## src/rtl/btb_lookup_pkg.sv

```systemverilog
// ============================================================================
// Module : btb_lookup_pkg
// Brief  : Shared BTB types, way count and lookup FSM state encoding.
// Rev    : 1.0
// ============================================================================
`timescale 1ns/1ps
`default_nettype none

package btb_lookup_pkg;

  localparam int BTB_WAYS = 4;

  typedef logic [1:0] btb_way_t;
  typedef logic [1:0] btb_ctr_t;

  typedef enum logic [0:0] {
    ST_IDLE  = 1'b0,
    ST_FLUSH = 1'b1
  } btb_state_t;

endpackage

`default_nettype wire

```

## src/rtl/btb_lookup_way_match.sv

```systemverilog
// ============================================================================
// Module : btb_way_match
// Brief  : 4-way tag compare with lowest-way-wins priority encode.
// Rev    : 1.0
// ============================================================================
`timescale 1ns/1ps
`default_nettype none

module btb_way_match
  import btb_lookup_pkg::*;
#(
  parameter int TW = 12
) (
  input  logic [TW-1:0] tag,
  input  logic [TW-1:0] way_tag   [BTB_WAYS],
  input  logic          way_valid [BTB_WAYS],
  output logic          hit,
  output btb_way_t      way
);

  logic [BTB_WAYS-1:0] match;

  for (genvar w = 0; w < BTB_WAYS; w++) begin : g_cmp
    assign match[w] = way_valid[w] && (way_tag[w] == tag);
  end

  // Scan from the top so the lowest matching way is the last one written.
  always_comb begin
    hit = |match;
    way = '0;
    for (int w = BTB_WAYS - 1; w >= 0; w--) begin
      if (match[w]) way = btb_way_t'(w);
    end
  end

endmodule

`default_nettype wire

```

## src/rtl/btb_lookup.sv

```systemverilog
// ============================================================================
// Module : btb_lookup
// Brief  : Fetch-side BTB read controller: registered prediction one cycle
//          after accept, plus an invalidate-all flush walk.
//          Optional macro BTB_LRU_TOUCH_EN drives lru_touch on predicted hits.
// Rev    : 1.0
// ============================================================================
`timescale 1ns/1ps
`default_nettype none

module btb_lookup
  import btb_lookup_pkg::*;
#(
  parameter  int SETS_LOG2 = 3,
  localparam int TW        = 15 - SETS_LOG2
) (
  input  logic                 clk,
  input  logic                 rst,
  input  logic                 req_valid,
  input  logic [15:0]          req_pc,
  output logic                 req_ready,
  input  logic                 stall,
  output logic [SETS_LOG2-1:0] rd_index,
  input  logic [TW-1:0]        way_tag    [BTB_WAYS],
  input  logic                 way_valid  [BTB_WAYS],
  input  logic [15:0]          way_target [BTB_WAYS],
  input  btb_ctr_t             way_ctr    [BTB_WAYS],
  output logic                 resp_valid,
  output logic                 resp_hit,
  output logic                 resp_taken,
  output logic [15:0]          resp_target,
  output btb_way_t             resp_way,
  input  logic                 flush_req,
  output logic                 flush_busy,
  output logic                 flush_done,
  output logic                 inval_en,
  output logic [SETS_LOG2-1:0] inval_index,
  output logic                 lru_touch,
  output btb_way_t             lru_touch_way
);

  btb_state_t  state;
  logic [15:0] pc_q;
  logic        pend;
  logic        hit;
  btb_way_t    way;
  logic        accept;
  logic        taken;
  logic        ctr_lsb_unused;

  assign req_ready = (state == ST_IDLE) && !flush_req && !stall;
  assign accept    = req_valid && req_ready;
  assign taken     = hit && way_ctr[way][1];
  assign ctr_lsb_unused = ^{way_ctr[0][0], way_ctr[1][0], way_ctr[2][0], way_ctr[3][0]};

  btb_way_match #(.TW(TW)) u_match (
    .tag       (pc_q[15:SETS_LOG2+1]),
    .way_tag   (way_tag),
    .way_valid (way_valid),
    .hit       (hit),
    .way       (way)
  );

  always_ff @(posedge clk or posedge rst) begin
    if (rst) begin
      state       <= ST_IDLE;
      pc_q        <= '0;
      pend        <= 1'b0;
      rd_index    <= '0;
      resp_valid  <= 1'b0;
      resp_hit    <= 1'b0;
      resp_taken  <= 1'b0;
      resp_target <= '0;
      resp_way    <= '0;
      flush_busy  <= 1'b0;
      flush_done  <= 1'b0;
      inval_en    <= 1'b0;
      inval_index <= '0;
    end else begin
      flush_done <= 1'b0;
      if (accept) begin
        rd_index <= req_pc[SETS_LOG2:1];
        pc_q     <= req_pc;
      end
      // The response stage and its pending flag freeze together under stall,
      // so the array data for the held rd_index stays consistent.
      if (!stall) begin
        pend        <= accept;
        resp_valid  <= pend;
        resp_hit    <= pend && hit;
        resp_taken  <= pend && taken;
        resp_target <= taken ? way_target[way] : pc_q + 16'd2;
        resp_way    <= (pend && hit) ? way : '0;
      end
      case (state)
        ST_IDLE: begin
          if (flush_req) begin
            state       <= ST_FLUSH;
            flush_busy  <= 1'b1;
            inval_en    <= 1'b1;
            inval_index <= '0;
          end
        end
        ST_FLUSH: begin
          if (inval_index == {SETS_LOG2{1'b1}}) begin
            state       <= ST_IDLE;
            flush_busy  <= 1'b0;
            inval_en    <= 1'b0;
            inval_index <= '0;
            flush_done  <= 1'b1;
          end else begin
            inval_index <= inval_index + 1'b1;
          end
        end
        default: state <= ST_IDLE;
      endcase
    end
  end

`ifdef BTB_LRU_TOUCH_EN
  assign lru_touch     = resp_valid && resp_hit && !stall;
  assign lru_touch_way = resp_way;
`else
  assign lru_touch     = 1'b0;
  assign lru_touch_way = '0;
`endif

endmodule

`default_nettype wire

```

## config.mk

```make
export PLATFORM = sky130hd
export DESIGN_NAME = btb_lookup
export DESIGN_NICKNAME = d
export VERILOG_FILES = /design/src/rtl/btb_lookup_pkg.sv /design/src/rtl/btb_lookup_way_match.sv /design/src/rtl/btb_lookup.sv
export SDC_FILE = /design/constraint.sdc
export NUM_CORES = 1
export LEC_CHECK = 0
export CORE_MARGIN = 3
export CORE_UTILIZATION = 41
export DETAILED_ROUTE_END_ITERATION = 10
export GPL_TIMING_DRIVEN = 0
export PLACE_DENSITY = 0.81
export SETUP_SLACK_MARGIN = 0.4
export SLEW_MARGIN = 20
export SYNTH_ARGS = -nofsm -noshare
export SYNTH_HDL_FRONTEND = slang
export SYNTH_SLANG_ARGS = --single-unit
```

## constraint.sdc

```tcl
create_clock -name clk -period 3.55 [get_ports clk]
set_clock_uncertainty 0.15 [all_clocks]
set_input_delay 0.8875 -clock clk [delete_from_list [all_inputs] [get_ports clk]]
set_output_delay 0.8875 -clock clk [all_outputs]
set_load 0.01 [all_outputs]
```

==> impl_metrics.json <==
{
  "synth_simple_gate_area_share_pct": 18.9,
  "synth-async-reset-ratio_pct": 100,
  "crit_chain": "dlygate4sd2_1, xnor2_1, nand4_1, or4_4, a311o_1, a21boi_4, buf_12, a2111oi_4, a221o_1",
  "synth_warnings": 0,
  "first_pass_iters": 6,
  "multi_input_area_um2": 2620,
  "cts_buffers": 5,
  "p_clk_share_pct": 10.2,
  "synth-seq-cells": 44,
  "n_fill_cell": 505,
  "hold_depth": 2,
  "slowest_stage": "or4_4",
  "grt_max_degree": 25,
  "worstSkewPairLatency_ns": 0.29,
  "p_seq_share_pct": 25.8,
  "finish.instance_area_um2": 6330,
  "swShare_pct": 40.2,
  "boundaryPins": 179,
  "n_antenna_cell": 0,
  "yosysUniqueCellTypes": 55,
  "wl_per_cell_um": 20.5,
  "drc_errors": 0,
  "htreeDepth": 2,
  "antenna_found_initial": 0,
  "vias": 4184,
  "start_kind": "input port",
  "path_max_fanout": 5,
  "core-area_um2": 7970,
  "fin_nets": 754,
  "drt_wl_total_mm": 14.5,
  "r2r_cells": 9,
  "clk_pin_slew_ns": 0.08,
  "dieArea_um2": 9640,
  "via_per_inst": 5.90,
  "worst_pin_slew_ns": 1.00,
  "finalCritPeriodShare_pct": 90.7,
  "r2r_slack_ns": 0.50,
  "rsz0062_at_grt": "false",
  "detail_route.iter0.violations": 300,
  "period_minus_slack_ns": 3.22,
  "synth_ff_type": "dfrtp_1",
  "grtUsageMet1_pct": 33.9,
  "avgSynthCellArea_um2": 8.84,
  "port_buffers": 170,
  "power.switching_mw": 1.29,
  "arrival_ns": 3.25,
  "root_buffer": "clkbuf_8",
  "p_per_area_nw_per_um2": 507,
  "drv_slew": 0,
  "combPwrFrac_pct": 64.0,
  "place.gp.congestion": 0.909,
  "synth_top_family_by_area": "compound AO/OA/AOI/OAI gates",
  "cp-end-kind": "flop",
  "required_ns": 3.58,
  "clk_path_buf_depth": 2,
  "rows": 32,
  "drv_cap": 0,
  "setup_viol": 0,
  "syn_to_final_growth_pct": 81.7,
  "layout-drive-gt1-share_pct": 26.0,
  "synth_compound_area_share_pct": 21.5,
  "grt_overflow_total": 0,
  "postCtsHoldBufs": 0,
  "first_global_vias": 4202,
  "grtUsageTotal_pct": 27.5,
  "clkSinkCount": 44,
  "syn_area_um2": 3480,
  "ff_latch_area_um2": 1100,
  "slowest_delay_ns": 0.45,
  "use_met2_pct": 47.0,
  "fin_util_pct": 79.4,
  "maxSlewHeadroom_pct": 32.6,
  "synth_edf_count": 0,
  "start_util_pct": 43.7,
  "finalHoldViolations": 0,
  "synthMuxAreaShare_pct": 5.17,
  "placed_cell_area_um2": 5350,
  "synth_adder_area_share_pct": 1.08,
  "seq_area_frac_synth_pct": 31.6,
  "dp_hpwl_mm": 9.82,
  "syn_inst": 394,
  "critPathKind": "input port to flop",
  "ant_nets": 0,
  "busiest_layer": "met2",
  "worstSetupStartpoint": "way_tag[21]",
  "hold_class": "flop to flop",
  "fp.dieW_um": 98.2,
  "cts_tree": "done",
  "grt_pass1_wl_mm": 21.4,
  "synth_xor_area_share_pct": 14.6,
  "status": "finished, final reports clean",
  "max_clock_freq_ghz": 0.311,
  "peakVddDrop_mv": 0.499,
  "p_leak_nw": 2.82,
  "rr_startpoint": "pc_q[7]",
  "r2r-end": "resp_target[0]",
  "crit_path_end": "resp_target[7]",
  "p_int_mw": 1.92,
  "die_y_um": 98.2,
  "grtUsageMet3_pct": 5.43
}
-- cells by family (layout without fill, tap and decap cells) --
kind of cell | after synthesis | in the layout
and+or+nand+nor | 128 | 128
DFF | 44 | 44
muxes | 16 | 16
buffers and inverters | 46 | 257
other | 1 | 3
xor gates and xnor gates | 58 | 58
AOI/OAI and AO/OA | 98 | 98
adders and majority gates | 3 | 3
-- power groups by stage --
stage               logic [mW]  registers (mW)  clock network (mW)
CTS                       1.83           0.822               0.327
floorplan                0.967           0.855                   0
global placement          1.62           0.822                   0
finish                    2.06           0.829               0.327
detailed placement        1.67           0.833                   0
global route              2.19           0.857               0.354
-- layout make-up --
| cell class | count | share of cell area [%] |
|---|---|---|
| tap | 102 | 2.02 |
| sequential | 44 | 17.4 |
| buffer | 40 | 4.57 |
| clock buffer | 6 | 1.30 |
| timing repair buffer | 203 | 32.8 |
| clock inverter | 2 | 0.158 |
| inverter | 6 | 0.356 |
| multi-input combinational | 306 | 41.4 |
-- synthesized netlist by cell type, types with 2 or more instances --
cell	instances	area share (%)
mux2_2	16	5.2
a211o_1	4	1.0
clkbuf_1	19	2.0
nor3_1	10	1.4
nor2b_1	2	0.36
a21oi_1	21	3.0
or4_1	4	0.86
and3_1	2	0.36
nor4_1	5	0.90
a31oi_1	8	1.4
o221ai_2	3	1.3
nand2b_1	3	0.54
buf_4	7	1.5
ha_1	3	1.1
nand2_1	31	3.3
and3b_1	2	0.50
a22o_1	6	1.5
a21o_1	2	0.43
and2_1	2	0.36
nand4_1	15	2.7
a2111oi_1	3	0.86
dfrtp_1	44	32
o221ai_1	8	2.0
nor2_1	28	3.0
a2111oi_0	2	0.50
buf_2	9	1.3
xnor2_1	50	13
o21bai_1	5	1.1
o21a_1	5	1.1
o21ai_0	14	2.0
a2111o_1	3	0.97
xor2_1	8	2.0
inv_1	6	0.65
buf_6	5	1.6
nand3_1	16	2.3
a221o_1	3	0.86
o31ai_1	2	0.43
-- worst max-delay path, delay by kind of cell --
family / cells / cell delay, ns
xor gates and xnor gates: 1 / 0.26
and+or+nand+nor: 2 / 0.65
AOI/OAI and AO/OA: 4 / 1.01
buffers and inverters: 2 / 0.43
-- worst min path at each step --
stage | slack (ns) | endpoint | startpoint
6_report | 0.34 | resp_target[3] | resp_target[3]
5_1_grt | 0.38 | resp_target[3] | resp_target[3]
4_1_cts | 0.34 | resp_target[3] | resp_target[3]
3_5_place_dp | 0.32 | resp_target[3] | resp_target[3]
3_3_place_gp | 0.32 | resp_target[12] | resp_target[12]
2_1_floorplan | 0.32 | pc_q[0] | pc_q[0]
-- layout by cell type (no fill, tap or decap), types with 10 or more instances in the layout --
master	n
o21ai_0	13
xnor2_2	33
nand2_1	29
nand4_1	15
dfrtp_1	44
nor2_1	28
clkbuf_2	10
dlymetal6s2s_1	25
a21oi_1	21
xnor2_1	17
buf_4	33
clkdlybuf4s50_1	129
mux2_2	16
nand3_1	14
-- repair_timing --
| action | in CTS | in global routing |
|---|---|---|
| pin swaps | 28 | 32 |
| hold endpoints to repair | 0 | 0 |
| setup endpoints to repair | 21 | 19 |
| setup buffers | 18 | 11 |
| resized for setup | 79 | 80 |
| gates cloned | 3 | 0 |
-- state kept, by name, summed over array words and instances, names as in the netlist --
name         count
resp_target     16
pc_q            14
inval_index      3
rd_index         2
resp_way         2
flush_done       1
inval_en         1
pend             1
resp_hit         1
resp_taken       1
resp_valid       1
state            1
-- through the flow --
step,worst slack [ns],hold slack [ns],TNS (ns),instances,power (mW)
5_1_grt,0.297,0.381,0,709,3.40
4_1_cts,0.386,0.338,0,698,2.98
3_5_place_dp,-0.562,0.318,-3.15,669,2.51
2_1_floorplan,0.444,0.323,0,396,1.82
3_3_place_gp,-0.503,0.323,-2.56,668,2.44
6_report,0.330,0.335,0,709,3.21
-- routing by layer --
layer	share of wire (%)	up-vias
met1	39	2020
met2	50	258
li1	-	1864
met4	3.2	0
met5	0	-
met3	8.4	42
Power figures use the tool's default switching activity.
